File: config.mk
export PLATFORM = sky130hd
export DESIGN_NAME = sequence_playback_ctrl
export DESIGN_NICKNAME = d
export VERILOG_FILES = /design/src/rtl/sequence_playback_ctrl.sv
export SDC_FILE = /design/constraint.sdc
export NUM_CORES = 1
export LEC_CHECK = 0
export BUFFER_PORTS_ARGS = -buffer_cell sky130_fd_sc_hd__buf_2
export CAP_MARGIN = 20
export CORE_ASPECT_RATIO = 0.6
export CORE_MARGIN = 10
export CORE_UTILIZATION = 40
export DETAILED_ROUTE_END_ITERATION = 16
export PLACE_DENSITY = 0.6
export SYNTH_ARGS = -nofsm -noshare
export SYNTH_HDL_FRONTEND = slang
export SYNTH_SLANG_ARGS = --single-unit
File: constraint.sdc
create_clock -name clock -period 2.7 [get_ports clock]
set_input_delay 0.54 -clock clock [delete_from_list [all_inputs] [get_ports clock]]
set_output_delay 0.54 -clock clock [all_outputs]
set_load 0.01 [all_outputs]
File: src/rtl/sequence_playback_ctrl.sv
// sequence_playback_ctrl
//   Plays back the first `length` symbols of the game sequence on the
//   7-segment display path. Each symbol is shown for a fixed on-time and
//   is followed by a blank gap, including after the final symbol.
//
//   Optional build macro: PLAYBACK_SPEEDUP_EN
//     When defined, playbacks longer than 8 symbols show each symbol for
//     ON_TICKS/2 cycles (minimum 1). The gap length is unchanged.
//
// Ports
//   clock        in   system clock, rising edge
//   reset        in   asynchronous active-low reset
//   start        in   1-cycle playback request, honoured only in IDLE
//   abort        in   synchronous cancel back to IDLE, no done pulse
//   length[4:0]  in   symbols to play, clamped to MAX_LEN, sampled on start
//   seq_addr     out  index into the sequence source
//   seq_symbol   in   symbol at seq_addr, valid in the same cycle
//   disp_symbol  out  registered symbol for the display decoder
//   disp_valid   out  1 = show disp_symbol, 0 = blank digit
//   busy         out  high in SHOW, GAP and DONE
//   done         out  1-cycle pulse when playback completes
//
// State table
//   IDLE | waiting for start, seq_addr held at 0
//   SHOW | current symbol displayed, on-time running
//   GAP  | digit blanked, off-time running
//   DONE | playback complete, done pulse issued
module sequence_playback_ctrl #(
  parameter int ON_TICKS  = 25000000,
  parameter int OFF_TICKS = 12500000,
  parameter int CNT_W     = 26,
  parameter int MAX_LEN   = 16
) (
  input  logic       clock,
  input  logic       reset,
  input  logic       start,
  input  logic       abort,
  input  logic [4:0] length,
  output logic [3:0] seq_addr,
  input  logic [1:0] seq_symbol,
  output logic [1:0] disp_symbol,
  output logic       disp_valid,
  output logic       busy,
  output logic       done
);

  localparam logic [1:0] S_IDLE = 2'd0;
  localparam logic [1:0] S_SHOW = 2'd1;
  localparam logic [1:0] S_GAP  = 2'd2;
  localparam logic [1:0] S_DONE = 2'd3;

  localparam logic [CNT_W-1:0] ON_LAST  = CNT_W'(ON_TICKS - 1);
  localparam logic [CNT_W-1:0] OFF_LAST = CNT_W'(OFF_TICKS - 1);
  localparam logic [4:0]       MAX_LEN_V = 5'(MAX_LEN);

`ifdef PLAYBACK_SPEEDUP_EN
  localparam int               ON_HALF      = (ON_TICKS / 2 < 1) ? 1 : ON_TICKS / 2;
  localparam logic [CNT_W-1:0] ON_HALF_LAST = CNT_W'(ON_HALF - 1);
`endif

  logic [1:0]       state_q, state_d;
  logic [CNT_W-1:0] cnt_q, cnt_d;
  // 5-bit index so a 16-symbol playback can be compared against len=16
  // while the 4-bit address output wraps to 0.
  logic [4:0]       idx_q, idx_d;
  logic [4:0]       len_q, len_d;
  logic [1:0]       sym_q, sym_d;
  logic             valid_q, valid_d;
  logic             busy_q, busy_d;
  logic             done_q, done_d;

  logic [CNT_W-1:0] show_last;
  logic [4:0]       len_clamped;

  assign len_clamped = (length > MAX_LEN_V) ? MAX_LEN_V : length;

`ifdef PLAYBACK_SPEEDUP_EN
  assign show_last = (len_q > 5'd8) ? ON_HALF_LAST : ON_LAST;
`else
  assign show_last = ON_LAST;
`endif

  always_comb begin
    state_d = state_q;
    cnt_d   = cnt_q;
    idx_d   = idx_q;
    len_d   = len_q;
    sym_d   = sym_q;
    valid_d = valid_q;

    case (state_q)
      S_IDLE: begin
        idx_d = 5'd0;
        cnt_d = '0;
        if (start) begin
          len_d = len_clamped;
          if (length != 5'd0) begin
            sym_d   = seq_symbol;
            valid_d = 1'b1;
            state_d = S_SHOW;
          end else begin
            state_d = S_DONE;
          end
        end
      end
      S_SHOW: begin
        if (cnt_q == show_last) begin
          valid_d = 1'b0;
          idx_d   = idx_q + 5'd1;
          cnt_d   = '0;
          state_d = S_GAP;
        end else begin
          cnt_d = cnt_q + CNT_W'(1);
        end
      end
      S_GAP: begin
        if (cnt_q == OFF_LAST) begin
          cnt_d = '0;
          if (idx_q == len_q) begin
            state_d = S_DONE;
          end else begin
            sym_d   = seq_symbol;
            valid_d = 1'b1;
            state_d = S_SHOW;
          end
        end else begin
          cnt_d = cnt_q + CNT_W'(1);
        end
      end
      S_DONE: begin
        idx_d   = 5'd0;
        state_d = S_IDLE;
      end
      default: begin
        state_d = S_IDLE;
      end
    endcase

    if (abort) begin
      state_d = S_IDLE;
      valid_d = 1'b0;
      idx_d   = 5'd0;
      cnt_d   = '0;
    end

    // Outputs are registered from the next state so they line up with it.
    busy_d = (state_d != S_IDLE);
    done_d = (state_d == S_DONE);
  end

  always_ff @(posedge clock or negedge reset) begin
    if (!reset) begin
      state_q <= S_IDLE;
      cnt_q   <= '0;
      idx_q   <= 5'd0;
      len_q   <= 5'd0;
      sym_q   <= 2'd0;
      valid_q <= 1'b0;
      busy_q  <= 1'b0;
      done_q  <= 1'b0;
    end else begin
      state_q <= state_d;
      cnt_q   <= cnt_d;
      idx_q   <= idx_d;
      len_q   <= len_d;
      sym_q   <= sym_d;
      valid_q <= valid_d;
      busy_q  <= busy_d;
      done_q  <= done_d;
    end
  end

  assign seq_addr    = idx_q[3:0];
  assign disp_symbol = sym_q;
  assign disp_valid  = valid_q;
  assign busy        = busy_q;
  assign done        = done_q;

endmodule

Yosys cells after proc, flatten, opt, wreduce, memory -nomap -nowiden
Cells that the tools add are included.
{ "word_totals": {"ramBits": 0, "regBits": 43, "inputBits": 11, "rom_bits": 0, "memories": 0, "latch_bits": 0} }
{ "op_classes": {"n_reduce_logical": 11, "add_sub_neg": 2, "eq_ne": 16, "muxes": 27, "multipliers": 0, "bitwise": 0, "shift": 0, "div_mod_pow": 0, "magnitude_cmp": 1} }
{ "op_table": {"columns": ["cell", "n"], "rows": [
  ["2-to-1 mux 26 bit", 3],
  ["one-hot mux 26 bit (3 select lines)", 1],
  ["adder 26 x 1 -> 26 bit (second input constant)", 1],
  ["== test 26 x 24 -> 1 bit (second input constant)", 1],
  ["== test 26 x 25 -> 1 bit (second input constant)", 1],
  ["2-to-1 mux 2 bit", 10],
  ["2-to-1 mux 5 bit", 3],
  ["inequality test 3 bit (second input constant)", 5],
  ["one-hot mux 5 bit (2 select lines)", 1],
  ["inequality test 2 bit (second input constant)", 4],
  ["one-hot mux 2 bit (4 select lines)", 1],
  ["== test 2 bit (second input constant)", 3],
  ["2-to-1 mux 1 bit", 6],
  ["AND reduction 6 bit", 1],
  ["adder 5 x 1 -> 5 bit (second input constant)", 1],
  ["== test 5 bit", 1],
  ["> comparator 5 bit (second input constant)", 1],
  ["AND reduction 5 bit", 1],
  ["nonzero test 5 bit", 1],
  ["one-hot mux 2 bit (2 select lines)", 1],
  ["AND reduction 2 bit", 2],
  ["nonzero test 2 bit", 2],
  ["nonzero test 4 bit", 1],
  ["one-hot mux 1 bit (3 select lines)", 1],
  ["4 further kinds", 4]
]} }

Depth between registers and ports, before layout
{ "logic_depth": {"word_depth": 6, "ltp_mapped": 9} }

Worst setup path after synthesis
Ideal clock, no wire load.
{ "synth_path": {"path_kind": "register to register", "from": "register cnt_q[0]", "to": "register sym_q[0], in the netlist disp_symbol[0]", "path_buffers": 0, "t_required_ns": 2.572, "arrival_time_ns": 1.985, "slack_ns": 0.587, "stages_incl_launch_ff": 8, "path_cell_list": "dfrtp_1 -> ha_1 -> and4bb_1 -> nand4_2 -> nor4_2 -> a21boi_1 -> a211oi_2 -> mux2_1"} }
{ "synth_via": {"elab_chain_len": 3} }
{ "synth_lines": {"columns": ["element", "line", "rtl"], "rows": [
  ["start, declared", "62", "logic [CNT_W-1:0] cnt_q, cnt_d;"],
  ["start signal, assigned", "163", "cnt_q <= cnt_d;"],
  ["== test 26 x 24 -> 1 bit", "117", "if (cnt_q == OFF_LAST) begin"],
  ["inequality test 2 bit (no source line)", null, null],
  ["AND reduction 5 bit (no source line)", null, null],
  ["end signal, assigned", "166", "sym_q <= sym_d;"],
  ["end, declared", "67", "logic [1:0] sym_q, sym_d;"]
]} }
No other way between the ends.
A chain may end at the register's enable or synchronous reset.

Worst setup path after layout
{ "layout_path": {"from": "register cnt_q[0]", "to": "register sym_q[1], in the netlist disp_symbol[1]"} }
The elaborated chain is that of the path after synthesis.

==> impl_metrics.env <==
export IMPL_cts_resized=0
export IMPL_overflow=0
export IMPL_ctsHoldBuffers=0
export IMPL_drive_above_1_share_pct=14.1
export IMPL_port_buffers=19
export IMPL_num_rows=22
export IMPL_crit_arrival_ps=2640
export IMPL_synth_most_common_cell="dfrtp_1"
export IMPL_status="completed"
export IMPL_grt_busiest_layer="met1"
export IMPL_final_area_um2=2900
export IMPL_ir_worst_vdd_mv=0.225
export IMPL_grt_antenna_before_repair=0
export IMPL_p_leak_nw=1.30
export IMPL_ys_top_cells_by_area="dfrtp_1, nand3_1, a21oi_1"
export IMPL_htree_levels=2
export IMPL_synth_cells=293
export IMPL_design_core_area_um2=6280
export IMPL_ys_seq_area_share_pct=40.6
export IMPL_yosysUniqueCellTypes=61
export IMPL_fin_crit_sh_pct=91.0
export IMPL_clockBufferDepth=2
export IMPL_worst_clock_skew_ps=12.6
export IMPL_routed_wl_um=6500
export IMPL_ant_nets=0
export IMPL_vias=2216
export IMPL_powerDensity_nw_per_um2=439
export IMPL_cp_max_fo=5
export IMPL_gp_congestion=0.864
export IMPL_grt_max_degree=28
export IMPL_cts_setup_buffers=0
export IMPL_cts_tree="built"
export IMPL_total_power_w=0.00127
export IMPL_maxCapViolCount=0
export IMPL_yosys_area_share_simple_pct=27.7
export IMPL_setup_viol=0
export IMPL_die_w_um=125
export IMPL_hp_class="input pin to asynchronous set/reset pin"
export IMPL_grt_use_met3_pct=3.05
export IMPL_grtUsageMet2_pct=14.4
export IMPL_cts_sinks=43
export IMPL_hpwl_um=5010
export IMPL_r2r_slack_ps=240
export IMPL_yosys_warnings=0
export IMPL_syn_to_final_growth_pct=9.39
export IMPL_ys_top_cells_by_count="dfrtp_1, nand2_1, nand3_1"
export IMPL_placed_area_um2=2800
export IMPL_relSlewSlack_pct=62.6
export IMPL_clockRootBuffer="clkbuf_8"
export IMPL_drc_errors=0
export IMPL_syn_area_per_cell_um2=9.05
export IMPL_drtIter0Drc=223
export IMPL_tightest_slew_ps=557
export IMPL_firstDrtPassIters=5
export IMPL_ioPinCount=20
export IMPL_fmax_ghz=0.407
export IMPL_rsz0062_at_grt="false"
export IMPL_fin_nets=327
export IMPL_grt_pass1_vias=2046
export IMPL_synth_compound_area_share_pct=19.1
export IMPL_crit_required_ps=2880
export IMPL_use_met1_pct=21.1
export IMPL_die_area_um2=10400
export IMPL_fin_crit_ps=2460
export IMPL_ys_seq_elements=43
export IMPL_routedWlPerCell_um=16.4
export IMPL_hold_violations=0
export IMPL_grt_pass1_wl_um=11000
export IMPL_yosysTopAreaCellShare_pct=40.6
export IMPL_yosys_area_share_xor_xnor_pct=3.63
export IMPL_synth_area_mux_share_pct=1.65
export IMPL_critPathCaptureType="flop"
export IMPL_ys_flop_type="dfrtp_1"
export IMPL_grt_use_total_pct=12.6
export IMPL_synthArstFlopShare_pct=100
export IMPL_clock_insertion_delay_worst_skew_ps=300
export IMPL_start_util_pct=42.2
export IMPL_startpoint_type="flop"
export IMPL_synth_largest_area_cell="dfrtp_1"
export IMPL_synth_edf_count=0
export IMPL_die_y_um=83.1
export IMPL_clk_pin_slew_worst_paths_ps=90
export IMPL_finalSetupTns_ps=0
export IMPL_synth_top_family_by_area="simple AND/OR/NAND/NOR gates"
export IMPL_drv_slew=0
export IMPL_syn_area_um2=2650
export IMPL_synthAdderAreaFrac_pct=2.36
export IMPL_critPathKind="flop to flop"
export IMPL_synth_fp_nets=309
export IMPL_n_antenna_cell=0
export IMPL_viasPerCell=5.60
export IMPL_cts_buffers=5
[path summary, 6_finish.rpt]
path	startpoint	to	cells past startpoint
max	cnt_q[0]$_DFFE_PN0N_	disp_symbol[1]$_DFFE_PN0P_	7
min	reset	cnt_q[22]$_DFFE_PN0N_	1
max reg2reg	cnt_q[0]$_DFFE_PN0N_	disp_symbol[1]$_DFFE_PN0P_	7
min reg2reg	disp_symbol[0]$_DFFE_PN0P_	disp_symbol[0]$_DFFE_PN0P_	1
max in group asynchronous	reset	cnt_q[2]$_DFFE_PN0N_	2
min in group clock	seq_symbol[0]	disp_symbol[0]$_DFFE_PN0P_	2
[worst max-delay path: stages (launching register included)]
cell	delay [ps]
dfrtp_1	400
ha_1	250
and4bb_1	270
nand4_2	170
nor4_2	480
a21boi_1	150
a211oi_2	290
mux2_1	350
[logic make-up (layout without fill, tap and decap cells)]
group                    after synthesis  in the layout
AO/OA/AOI/OAI                         74             74
XOR/XNOR                              11             11
adder cells (fa/ha/maj)                5              5
buffers and inverters                 25             44
flip-flops                            43             43
multiplexers                           4              4
AND/OR/NAND/NOR                      131            131
[where the power goes]
part           switching (W)  internal, W
Clock               0.000224     0.000181
Sequential         0.0000155     0.000668
Combinational       0.000117    0.0000688
Total               0.000356     0.000918
[registers in the layout, summed over array words and instances, names as in the netlist]
signal and count:
idx_q 5, disp_valid 1, disp_symbol 2, done 1
state_q 2, len_q 5, busy 1, cnt_q 26
[metrics by stage]
stage                     setup WS [ps]  std cells  util [%]  hold WS, ps
after floorplan                     587        293         -          244
after global placement              212        387      44.6          461
after detailed placement            121        387      44.6          471
after CTS                           102        395      46.0          229
after global routing                118        396      46.2          243
final                               243        396      46.2          207
[layout make-up]
cell class	instances	area (µm²)
inverters	12	45.0
fillers	598	3380
well taps	84	105
clock inverters	2	12.5
flip-flops and latches	43	1080
clock buffers	6	72.6
multi-input cells	225	1450
repair buffers	24	140
[metal layers]
metal | up-vias | part of all wire (%)
met1 | 1032 | 56
li1 | 1103 | -
met4 | 0 | 0.78
met3 | 6 | 7.7
met2 | 75 | 35
met5 | - | 0
[layout by cell type (no fill, tap or decap), types with 2 or more instances in the layout]
cell	n
a21o_1	11
a21oi_1	20
a31oi_1	3
and2_1	2
and3_1	6
buf_2	19
buf_4	4
clkbuf_8	5
dfrtp_1	43
ha_1	5
inv_1	12
mux2_1	2
nand2_1	26
nand2b_1	8
nand3_1	22
nand4_1	4
nand4b_1	2
nor2_1	16
nor2b_1	3
nor3_1	15
nor3_2	2
nor4_1	2
o211ai_1	3
o21ai_0	13
o21ai_1	6
o31ai_1	3
or3_1	7
or4_1	4
xnor2_1	4
xor2_1	7
No activity file was read; power rests on OpenSTA's default activity.
